**config.mk**
```make
export PLATFORM = sky130hd
export DESIGN_NAME = muldiv_unit
export DESIGN_NICKNAME = d
export VERILOG_FILES = /design/src/rtl/muldiv_unit.sv
export SDC_FILE = /design/constraint.sdc
export NUM_CORES = 1
export LEC_CHECK = 0
export BUFFER_PORTS_ARGS = -buffer_cell sky130_fd_sc_hd__buf_2
export CAP_MARGIN = 40
export CELL_PAD_IN_SITES_DETAIL_PLACEMENT = 1
export CELL_PAD_IN_SITES_GLOBAL_PLACEMENT = 1
export CORE_MARGIN = 1.5
export CORE_UTILIZATION = 42
export CTS_CLUSTER_DIAMETER = 100
export DETAILED_ROUTE_END_ITERATION = 8
export PLACE_DENSITY = 0.84
export REMOVE_ABC_BUFFERS = 1
export SLEW_MARGIN = 40
export SYNTH_ARGS = -nofsm -noshare
export SYNTH_HDL_FRONTEND = slang
export SYNTH_SLANG_ARGS = --single-unit
```
**constraint.sdc**
```tcl
create_clock -name clk -period 11.95 [get_ports clk]
set_input_delay 2.39 -clock clk [delete_from_list [all_inputs] [get_ports clk]]
set_output_delay 2.39 -clock clk [all_outputs]
set_load 0.02 [all_outputs]
```
**src/rtl/muldiv_unit.sv**
```systemverilog
// Iterative MULT/MULTU/DIV/DIVU sequencer that owns the HI/LO registers.
// Optional macro MULDIV_EARLY_OUT_EN: multiplies finish once the remaining multiplier is zero.
module muldiv_unit #(
    parameter int WIDTH = 32,
    parameter int CNT_W = 6
) (
    input  logic             clk,
    input  logic             reset,
    input  logic             start,
    input  logic [1:0]       op,
    input  logic [WIDTH-1:0] a,
    input  logic [WIDTH-1:0] b,
    input  logic             mthi,
    input  logic             mtlo,
    input  logic [WIDTH-1:0] wdata,
    output logic             busy,
    output logic             done,
    output logic             div_zero,
    output logic [WIDTH-1:0] hi,
    output logic [WIDTH-1:0] lo
);

    typedef enum logic [1:0] {
        IDLE  = 2'd0,
        CALC  = 2'd1,
        FIXUP = 2'd2,
        DZERO = 2'd3
    } state_t;

    state_t               state_q, state_d;
    logic                 op_div_q, op_div_d;
    logic                 neg_quo_q, neg_quo_d;
    logic                 neg_rem_q, neg_rem_d;
    logic [2*WIDTH-1:0]   acc_q, acc_d;
    logic [2*WIDTH-1:0]   mcand_q, mcand_d;
    logic [WIDTH-1:0]     mplier_q, mplier_d;
    logic [WIDTH-1:0]     rem_q, rem_d;
    logic [WIDTH-1:0]     quo_q, quo_d;
    logic [WIDTH-1:0]     divisor_q, divisor_d;
    logic [WIDTH-1:0]     a_raw_q, a_raw_d;
    logic [CNT_W-1:0]     cnt_q, cnt_d;
    logic [WIDTH-1:0]     hi_q, hi_d;
    logic [WIDTH-1:0]     lo_q, lo_d;
    logic                 done_q, done_d;
    logic                 dz_q, dz_d;

    logic                 is_signed;
    logic [WIDTH-1:0]     abs_a, abs_b;
    logic [WIDTH:0]       rem_sh;
    logic                 rem_ge;

    function automatic logic [WIDTH-1:0] cond_neg_w(input logic [WIDTH-1:0] v, input logic neg);
        return neg ? ({WIDTH{1'b0}} - v) : v;
    endfunction

    function automatic logic [2*WIDTH-1:0] cond_neg_2w(input logic [2*WIDTH-1:0] v, input logic neg);
        return neg ? ({(2*WIDTH){1'b0}} - v) : v;
    endfunction

    function automatic logic [WIDTH-1:0] abs_w(input logic [WIDTH-1:0] v);
        return cond_neg_w(v, v[WIDTH-1]);
    endfunction

    always_comb begin
        state_d   = state_q;
        op_div_d  = op_div_q;
        neg_quo_d = neg_quo_q;
        neg_rem_d = neg_rem_q;
        acc_d     = acc_q;
        mcand_d   = mcand_q;
        mplier_d  = mplier_q;
        rem_d     = rem_q;
        quo_d     = quo_q;
        divisor_d = divisor_q;
        a_raw_d   = a_raw_q;
        cnt_d     = cnt_q;
        hi_d      = hi_q;
        lo_d      = lo_q;
        done_d    = 1'b0;
        dz_d      = 1'b0;
        is_signed = ~op[0];
        abs_a     = is_signed ? abs_w(a) : a;
        abs_b     = is_signed ? abs_w(b) : b;
        rem_sh    = {rem_q, quo_q[WIDTH-1]};
        rem_ge    = (rem_sh >= {1'b0, divisor_q});

        case (state_q)
            IDLE: begin
                if (mthi) hi_d = wdata;
                if (mtlo) lo_d = wdata;
                if (start) begin
                    op_div_d  = op[1];
                    a_raw_d   = a;
                    neg_quo_d = is_signed & (a[WIDTH-1] ^ b[WIDTH-1]);
                    neg_rem_d = is_signed & a[WIDTH-1];
                    acc_d     = '0;
                    mcand_d   = {{WIDTH{1'b0}}, abs_a};
                    mplier_d  = abs_b;
                    rem_d     = '0;
                    quo_d     = abs_a;
                    divisor_d = abs_b;
                    cnt_d     = '0;
                    state_d   = (op[1] && (b == '0)) ? DZERO : CALC;
                end
            end

            CALC: begin
                cnt_d = cnt_q + 1'b1;
                if (!op_div_q) begin
                    if (mplier_q[0]) acc_d = acc_q + mcand_q;
                    mcand_d  = mcand_q << 1;
                    mplier_d = mplier_q >> 1;
                end else begin
                    // Restoring step: the shifted remainder needs WIDTH+1 bits before the compare.
                    quo_d = {quo_q[WIDTH-2:0], rem_ge};
                    rem_d = rem_ge ? WIDTH'(rem_sh - {1'b0, divisor_q}) : rem_sh[WIDTH-1:0];
                end
                if (cnt_q == CNT_W'(WIDTH - 1)) state_d = FIXUP;
`ifdef MULDIV_EARLY_OUT_EN
                if (!op_div_q && ((mplier_q >> 1) == '0)) state_d = FIXUP;
`endif
            end

            FIXUP: begin
                if (!op_div_q) begin
                    {hi_d, lo_d} = cond_neg_2w(acc_q, neg_quo_q);
                end else begin
                    lo_d = cond_neg_w(quo_q, neg_quo_q);
                    hi_d = cond_neg_w(rem_q, neg_rem_q);
                end
                done_d  = 1'b1;
                state_d = IDLE;
            end

            DZERO: begin
                lo_d    = '1;
                hi_d    = a_raw_q;
                done_d  = 1'b1;
                dz_d    = 1'b1;
                state_d = IDLE;
            end

            default: state_d = IDLE;
        endcase
    end

    always_ff @(posedge clk or posedge reset) begin
        if (reset) begin
            state_q   <= IDLE;
            op_div_q  <= 1'b0;
            neg_quo_q <= 1'b0;
            neg_rem_q <= 1'b0;
            acc_q     <= '0;
            mcand_q   <= '0;
            mplier_q  <= '0;
            rem_q     <= '0;
            quo_q     <= '0;
            divisor_q <= '0;
            a_raw_q   <= '0;
            cnt_q     <= '0;
            hi_q      <= '0;
            lo_q      <= '0;
            done_q    <= 1'b0;
            dz_q      <= 1'b0;
        end else begin
            state_q   <= state_d;
            op_div_q  <= op_div_d;
            neg_quo_q <= neg_quo_d;
            neg_rem_q <= neg_rem_d;
            acc_q     <= acc_d;
            mcand_q   <= mcand_d;
            mplier_q  <= mplier_d;
            rem_q     <= rem_d;
            quo_q     <= quo_d;
            divisor_q <= divisor_d;
            a_raw_q   <= a_raw_d;
            cnt_q     <= cnt_d;
            hi_q      <= hi_d;
            lo_q      <= lo_d;
            done_q    <= done_d;
            dz_q      <= dz_d;
        end
    end

    assign busy     = (state_q != IDLE);
    assign done     = done_q;
    assign div_zero = dz_q;
    assign hi       = hi_q;
    assign lo       = lo_q;

endmodule

```
==> impl_metrics.tcl, run 1 <==
set metrics [dict create \
    max_freq_ghz 0.2109 \
    syn2layout_area_growth_pct 12.09 \
    initial_utilization 0.4254 \
    cts_setup_buffers 0 \
    crit_slowest_cell "buf_4" \
    synth_compound_area_frac 0.2477 \
    numCtsBuffers 43 \
    drive_gt1_frac 0.1062 \
    synthAdderAreaFrac 0.05302 \
    setup_viol 0 \
    grt_max_degree 113 \
    dp.cells 3771 \
    arrival_ns 2.35 \
    nets 3257 \
    synth_top_area_cell "dfrtp_1" \
    peakVddDrop_v 0.0002012 \
    avgRoutedWirePerCell_um 23.91 \
    cts_max_level 2 \
    gr-total-overflow 0 \
    track_usage 0.3053 \
    synth.top_cells.by_count "388 x nand2_1, 366 x o21ai_0, 365 x dfrtp_1" \
    die_h_um 245.0 \
    pin_count 170 \
    synthSimpleGateAreaFrac 0.1682 \
    drt_iter0_drc 1650 \
    die_w_um 245.0 \
    antenna_found_initial 3 \
    hpwl_um 66720 \
    status "complete, no violations" \
    grt_pass1_vias 24970 \
    ant_nets 0 \
    synth_area_leaders "dfrtp_1 37%, o21ai_0 7.4%, nand2_1 5.9%" \
    stdcell_count 3846 \
    finalHoldViolCount 0 \
    synth_xor_area_frac 0.09368 \
    post_cts_resized 0 \
    die_area_sq_um 60010 \
    clk_latency_ns 0.59 \
    first_pass_iters 5 \
    io_buffers 169 \
    synth.distinct_cells 69 \
    synth_mux_area_frac 0.02509 \
    gp_congestion 0.9459 \
    tightest_slew_ns 0.8638 \
    syn_area_per_cell_sq_um 8.238 \
    p_leak_nw 11.95 \
    postPlaceCellArea_sq_um 26100 \
    critical-path-top-delay-family "buffers and inverters" \
    clock-sinks 365 \
    cp-start-kind "register" \
    rsz0062_at_grt "no" \
    route.detailed.drc 0 \
    relSlewSlack 0.4181 \
    ys_seq_elements 365 \
    path_clk_slew_ns 0.06 \
    async_flop_share 1.000 \
    synth_top_family_by_area "compound AO/OA/AOI/OAI gates" \
    synth-main-ff-cell "dfrtp_1" \
    vias 23950 \
    row_count 88 \
    netlist_instances 2985 \
    crit_path_max_incr_delay_ns 0.54 \
    end_kind "output port" \
    core_sq_um 57810 \
    grt_first_pass_wirelength_um 143800 \
    critical_path.max_fanout 29 \
    rrSetupSlack_ns 7.43 \
    worstPathCellList "clkinv_1 -> buf_4 -> nand2_1 -> buf_2" \
    cts-root-buf "clkbuf_16" \
    yosysSeqAreaShare 0.3714 \
    clockBufferDepth 3 \
    fin_area_sq_um 27560 \
    maxCapViolations 0 \
    synth_area_sq_um 24590 \
    fin_crit_ns 4.741 \
    synth_edf_count 0 \
    wl_um 91950 \
    cts_tree "done" \
    yosys_warnings 0 \
    path_buf_inv 3 \
    slew_viol_final 0 \
    fin_skew_ns 0.02536 \
    synth_top_area_share 0.3714 \
    hold_buffers 0 \
    period_share 0.3967 \
    powerDensity_nw_per_um2 309.7 \
    post-synth-top-count-cell "nand2_1" \
    crit_required_ns 9.56 \
    path_class "reg -> out" \
    vias_per_cell 6.226 \
    hold_path_class "reg -> reg" \
]
final timing paths:
kind	from	end	cells past startpoint
setup / recovery	state_q[1]$_DFFE_PP0P_	busy	4
setup reg to reg	quo_q[31]$_DFFE_PP0P_	rem_q[30]$_DFFE_PP0P_	15
max in group asynchronous	reset	quo_q[0]$_DFFE_PP0P_	3
hold / removal	divisor_q[11]$_DFFE_PP0P_	divisor_q[11]$_DFFE_PP0P_	2
min in group asynchronous	reset	mplier_q[5]$_DFFE_PP0P_	2
hold reg to reg	divisor_q[11]$_DFFE_PP0P_	divisor_q[11]$_DFFE_PP0P_	2
area by class of cell:
| type | instances | area (sq um) |
|---|---|---|
| antenna | 2 | 5.005 |
| inverter | 79 | 309.0 |
| timing repair buffer | 207 | 1174 |
| fill | 6923 | 30240 |
| clock buffer | 61 | 1245 |
| multi-input combinational | 2355 | 14550 |
| sequential | 365 | 9143 |
| tap | 765 | 957.2 |
| clock inverter | 12 | 178.9 |
cell usage in the layout, fill, tap and decap left out, types with 13 or more instances in the layout:
cell,instances
nand2_1,385
o21ai_0,365
dfrtp_1,362
a21oi_1,275
nor2_1,209
buf_2,169
xnor2_1,145
xor2_1,118
ha_1,101
nand3_1,94
inv_1,76
o31ai_1,55
mux2i_1,47
nor3_1,46
clkbuf_16,44
o22ai_1,43
a22oi_1,38
a21o_1,38
a22o_1,34
o41ai_1,30
buf_4,30
nand4_1,26
or3_1,25
or4_1,23
o211ai_1,20
a211oi_1,17
nor4_1,16
nand2b_1,16
and3_1,16
a31oi_1,16
nor2b_1,14
o21bai_1,14
or2_2,13
o21a_1,13
registers in the layout, summed over array words and instances (netlist names):
register   cells
divisor_q     32
lo            32
neg_quo_q      1
a_raw_q       32
cnt_q          6
state_q        2
acc_q         64
neg_rem_q      1
quo_q         32
done           1
hi            32
div_zero       1
op_div_q       1
rem_q         32
mcand_q       64
mplier_q      32
layer usage:
layer / GRT usage / up-vias / wire length [um]
met4: 0.1409 / 0 / 4240
met3: 0.04986 / 235 / 5912
met5: 0 / - / 0
met1: 0.3867 / 12050 / 38430
li1: - / 10820 / -
met2: 0.5092 / 839 / 43360
kinds of logic (layout without fill, tap and decap cells):
family                   Yosys count  count (layout)
buffers and inverters            265             359
adder cells (fa/ha/maj)          103             103
flip-flops                       365             365
XOR/XNOR                         263             263
AND/OR/NAND/NOR                  918             918
AO/OA/AOI/OAI                   1012            1012
multiplexers                      59              59
other                              0               2
worst min-delay path, stage by stage, from the launching register on:
cell and delay (ns):
dfrtp_1 0.34, nand2_1 0.05, o21ai_0 0.06
where the power goes:
| group | internal, mW | leakage (nW) | switching, mW | total [mW] |
|---|---|---|---|---|
| Combinational | 1.72 | 6.75 | 3.16 | 4.89 |
| Sequential | 1.73 | 4.50 | 0.542 | 2.28 |
| Clock | 0.809 | 0.702 | 0.565 | 1.37 |
| Total | 4.27 | 12.0 | 4.27 | 8.54 |
stage by stage:
| stage | worst slack (ns) | power, mW | hold WS (ns) | util | TNS, ns |
|---|---|---|---|---|---|
| after floorplan | -0.5721 | 5.462 | 0.4442 | - | -208.82 |
| after global placement | 6.538 | 6.812 | 0.4603 | 0.4505 | 0 |
| after detailed placement | 6.688 | 7.070 | 0.4728 | 0.4515 | 0 |
| after CTS | 7.219 | 8.487 | 0.4860 | 0.4761 | 0 |
| after global routing | 7.078 | 9.109 | 0.4897 | 0.4767 | 0 |
| final | 7.209 | 8.536 | 0.4779 | 0.4768 | 0 |
No activity file was read; power rests on OpenSTA's default activity.
==> inputs of run 2 (changes only) <==
Settings changed: CORE_UTILIZATION 42 to 47, PLACE_DENSITY 0.84 to 0.89.
Clock period 11.95 ns to 4.4 ns, I/O delays scaled along.
==> run 2 against run 1 <==
Clock power rose to 2.8 times the previous value. Global-route usage rose by 4.2 points. Highest routed layer is now met5. Flip-flop and latch count is the same. First-iteration DRC count up 24%. Sequential share of layout area down 0.15 points. Via count rose by 2.3%. Worst setup slack worse by 6.9 ns. Clock skew is essentially flat. Worst hold slack lost 0.25 ns. Utilization is 6.1 points higher.
==> impl_metrics.tcl, run 2 (synthesized netlist as in run 1, its figures left out) <==
set metrics [dict create \
    hold_buffers 0 \
    p_leak_nw 12.09 \
    fin_tns_setup_ns 0 \
    status "complete, no violations" \
    finalHoldViolCount 0 \
    rsz0062_at_grt "no" \
    io_buffers 169 \
    cts-root-buf "clkbuf_16" \
    powerDensity_nw_per_um2 854.6 \
    clock-sinks 365 \
    avgRoutedWirePerCell_um 24.77 \
    maxCapViolations 0 \
    post_cts_resized 0 \
    fin_skew_ns 0.02486 \
    clockBufferDepth 3 \
    track_usage 0.3468 \
    tightest_slew_ns 0.8473 \
    die_h_um 231.7 \
    grt_pass1_vias 25700 \
    peakVddDrop_v 0.0004278 \
    drt_iter0_drc 2039 \
    gp_congestion 0.9841 \
    vias_per_cell 6.472 \
    cts_max_level 2 \
    clk_latency_ns 0.61 \
    crit_required_ns 4.86 \
    fillers 6267 \
    seqCellArea_sq_um 9141 \
    first_pass_iters 5 \
    final_cell_mix "386 x nand2_1, 366 x o21ai_0, 361 x dfrtp_1" \
    critical_path.max_fanout 9 \
    path_clk_slew_ns 0.06 \
    layout_commonest_cell "nand2_1" \
    antenna_found_initial 3 \
    end_kind "register" \
    arrival_ns 4.57 \
    setup_viol 0 \
    core_sq_um 51510 \
    period_share 0.9347 \
    die_w_um 231.7 \
    max_freq_ghz 0.2432 \
    relSlewSlack 0.4337 \
    initial_utilization 0.4774 \
    wl_um 93770 \
    drive_gt1_frac 0.1130 \
    vias 24500 \
    fin_crit_ns 4.113 \
    numCtsBuffers 46 \
    slew_viol_final 0 \
    path_class "reg -> reg" \
    ant_nets 0 \
    gr-total-overflow 0 \
    finalPower_mw 23.66 \
    nets 3278 \
    syn2layout_area_growth_pct 12.57 \
    fin_util 0.5374 \
    cts_setup_buffers 0 \
    die_area_sq_um 53700 \
    hpwl_um 68210 \
    cts_tree "done" \
    grt_first_pass_wirelength_um 145800 \
    hold_path_class "in -> async" \
    row_count 83 \
    cp-start-kind "register" \
    route.detailed.drc 0 \
    grt_max_degree 97 \
    top_regs "acc_q (64), mcand_q (64)" \
    multiInputGateArea_sq_um 14520 \
    pin_count 170 \
]
-- run 2: changes by cell type in the layout (fill, tap and decap cells not counted), sizes merged --
cell      change
buf          +18
clkbuf        +4
diode         -1
clkinv        +4
inv           -1
bufinv        -1
clkinvlp      +2
-- run 2: where the power goes --
group          internal [mW]  leakage (nW)  total, mW  switching (mW)
combinational           4.80          6.86       13.5            8.71
sequential              4.71          4.50       6.26            1.55
clock                   2.26         0.739       3.88            1.62
total                   11.8          12.1       23.7            11.9
-- run 2: path summary, 6_finish.rpt --
path                                           from                       end  slack, ns  cells after the start
min in group clk           divisor_q[7]$_DFFE_PP0P_  divisor_q[7]$_DFFE_PP0P_       0.48                      2
max reg2reg                   acc_q[28]$_DFFE_PP0P_        hi[25]$_DFFE_PP0P_       0.29                      9
max                           acc_q[28]$_DFFE_PP0P_        hi[25]$_DFFE_PP0P_       0.29                      9
min                                           reset      quo_q[2]$_DFFE_PP0P_       0.23                      2
max in group asynchronous                     reset     acc_q[16]$_DFFE_PP0P_       2.93                      4
min reg2reg                divisor_q[7]$_DFFE_PP0P_  divisor_q[7]$_DFFE_PP0P_       0.48                      2
-- run 2: cell type report --
type / count / share of cell area
inverters: 79 / 0.01098
flip-flops and latches: 365 / 0.3302
well taps: 680 / 0.03074
clock inverters: 16 / 0.006464
multi-input cells: 2355 / 0.5246
repair buffers: 225 / 0.04913
clock buffers: 65 / 0.04778
diodes: 1 / 0.00009040
-- run 2: through the flow --
step / cell area (sq um) / cells / hold WS [ns] / setup WS (ns)
floorplan: 23880 / 2799 / 0.4442 / -7.296
global placement: 26120 / 3702 / 0.4582 / 0.4814
detailed placement: 26150 / 3703 / 0.4711 / 0.4308
CTS: 27650 / 3784 / 0.4329 / 0.3826
global route: 27680 / 3786 / 0.2391 / 0.06357
finish: 27680 / 3786 / 0.2305 / 0.2874
-- run 2: critical path, cell delays in order (launching register included) --
cell and delay, ns:
dfrtp_1 0.44, or4_1 0.62, or4_1 0.58, nor3_2 0.27, nand3_1 0.28, or3_1 0.68
o41ai_1 0.52, xnor2_1 0.13, o21ai_0 0.33, a21oi_1 0.13
-- run 2: per-layer routing --
layer,vias to the layer above,wire length (um),global-route usage
met5,-,24,0
met4,4,5495,0.1934
met3,309,6731,0.05857
met2,1016,44020,0.5686
met1,12280,37500,0.4338
li1,10890,-,-
==> inputs of run 3 (changes only) <==
Settings changed: RECOVER_POWER set to 100.
==> run 3 against run 2 <==
Non-clock buffer count unchanged. Largest cell class unchanged. First-iteration DRC count decreased by 0.98%. Highest routed layer unchanged. Cell count about the same. Power decreased by 0.70%. Clock power about the same. Via count decreased by 0.34%. Global-route usage unchanged. Largest power group unchanged. Flip-flop and latch count unchanged. Sequential share of layout area increased by 0.29 points. The run now ends with capacitance limit, slew limit left.
==> impl_metrics.tcl, run 3 (synthesized netlist as in run 1, its figures left out) <==
set metrics [dict create \
    status "finished with violations" \
    violations "capacitance limit, slew limit" \
    io_buffers 169 \
    r2r_start "state_q[0]$_DFFE_PP0P_" \
    final_cell_mix "387 x nand2_1, 367 x o21ai_0, 361 x dfrtp_1" \
    grt_pass1_vias 25700 \
    cts_tree "done" \
    die_w_um 231.7 \
    rsz0062_at_grt "no" \
    powerDensity_nw_per_um2 856.1 \
    track_usage 0.3468 \
    finalPower_mw 23.49 \
    grt_first_pass_wirelength_um 145800 \
    fin_tns_setup_ns 0 \
    gp_congestion 0.9841 \
    arrival_ns 4.70 \
    fin_crit_ns 4.298 \
    drive_gt1_frac 0.08470 \
    startpoint "state_q[0]$_DFFE_PP0P_" \
    core_sq_um 51510 \
    finalHoldViolCount 0 \
    nets 3278 \
    seqCellArea_sq_um 9141 \
    die_area_sq_um 53700 \
    max_freq_ghz 0.2326 \
    drt_iter0_drc 2019 \
    cp-start-kind "register" \
    syn2layout_area_growth_pct 11.59 \
    peakVddDrop_v 0.0004281 \
    dp.cells 3703 \
    critical_path.max_fanout 91 \
    cts_max_level 2 \
    grt_max_degree 97 \
    path_clk_slew_ns 0.06 \
    min-delay-start "divisor_q[7]$_DFFE_PP0P_" \
    crit_required_ns 4.81 \
    cts_setup_buffers 0 \
    setup_viol 0 \
    avgRoutedWirePerCell_um 24.77 \
    top_usage_layer "met2" \
    row_count 83 \
    p_leak_nw 11.83 \
    layout_commonest_cell "nand2_1" \
    gr-total-overflow 0 \
    clock-sinks 365 \
    fillers 6316 \
    vias_per_cell 6.448 \
    post_cts_resized 0 \
    cts-root-buf "clkbuf_16" \
    antenna_found_initial 4 \
    initial_utilization 0.4774 \
    die_h_um 231.7 \
    hold_buffers 0 \
    first_pass_iters 6 \
    route.detailed.drc 0 \
    vias 24420 \
    hold_path_class "reg -> reg" \
    pin_count 170 \
    maxCapViolations 7 \
    tightest_slew_ns 2.838 \
    end_kind "register" \
    clockBufferDepth 3 \
    period_share 0.9769 \
    slew_viol_final 321 \
    top_regs "acc_q (64), mcand_q (64)" \
    clk_latency_ns 0.61 \
    use_met3 0.05857 \
    hpwl_um 68210 \
    fin_util 0.5327 \
    hold-worst-slack_ns 0.4778 \
    ant_nets 0 \
    grtUsageMet2 0.5686 \
    use_met1 0.4338 \
    path_class "reg -> reg" \
    stdcell_count 3787 \
    wl_um 93810 \
    multiInputGateArea_sq_um 14480 \
    fin_skew_ns 0.02315 \
    relSlewSlack -0.8919 \
    numCtsBuffers 46 \
]
[run 3: changes by cell type in the layout (fill, tap and decap cells not counted), moves of 4 or more]
| cell | delta |
|---|---|
| buf_4 | -16 |
| clkbuf_1 | +80 |
| or2_0 | +4 |
| clkbuf_2 | +6 |
| buf_2 | -68 |
[run 3: layout make-up]
type / count / area share
multi-input combinational: 2355 / 0.5278
sequential: 365 / 0.3331
antenna: 2 / 0.0001824
clock inverter: 16 / 0.006520
clock buffer: 65 / 0.04820
timing repair buffer: 225 / 0.04231
inverter: 79 / 0.01085
tap: 680 / 0.03101
[run 3: per-layer routing]
metal / share of wire / vias to the layer above / wire [um]
met3: 0.074 / 310 / 6912
li1: - / 10900 / -
met5: 0.00026 / - / 24
met1: 0.40 / 12180 / 37360
met2: 0.47 / 1022 / 43910
met4: 0.060 / 4 / 5610
[run 3: metrics by stage]
stage / worst slack (ns) / cell area (sq um)
global route: 0.05953 / 27440
finish: 0.1016 / 27440
CTS: 0.3826 / 27650
global placement: 0.4814 / 26120
floorplan: -7.296 / 23880
detailed placement: 0.4308 / 26150
[run 3: path summary, 6_finish.rpt]
check | slack (ns) | cells after the start | to
worst max-delay path | 0.10 | 7 | acc_q[17]$_DFFE_PP0P_
min in group asynchronous | 0.54 | 2 | a_raw_q[9]$_DFFE_PP0P_
worst max register to register | 0.10 | 7 | acc_q[17]$_DFFE_PP0P_
worst min register to register | 0.48 | 2 | divisor_q[7]$_DFFE_PP0P_
worst min-delay path | 0.48 | 2 | divisor_q[7]$_DFFE_PP0P_
max in group asynchronous | 0.70 | 4 | quo_q[20]$_DFFE_PP0P_
[run 3: worst max-delay path: stages (launching register included)]
cell      delay (ns)
dfrtp_1         0.74
clkbuf_1        0.78
nand2_4         0.12
nor2_1          0.20
nand2_1         0.82
clkbuf_4        0.91
nand3_1         0.33
o21ai_0         0.15
[run 3: report_power, final]
group	internal, mW	leakage [nW]	switching, mW
Combinational	4.65	6.60	8.69
Sequential	4.71	4.50	1.56
Clock	2.26	0.739	1.61
Total	11.6	11.8	11.9
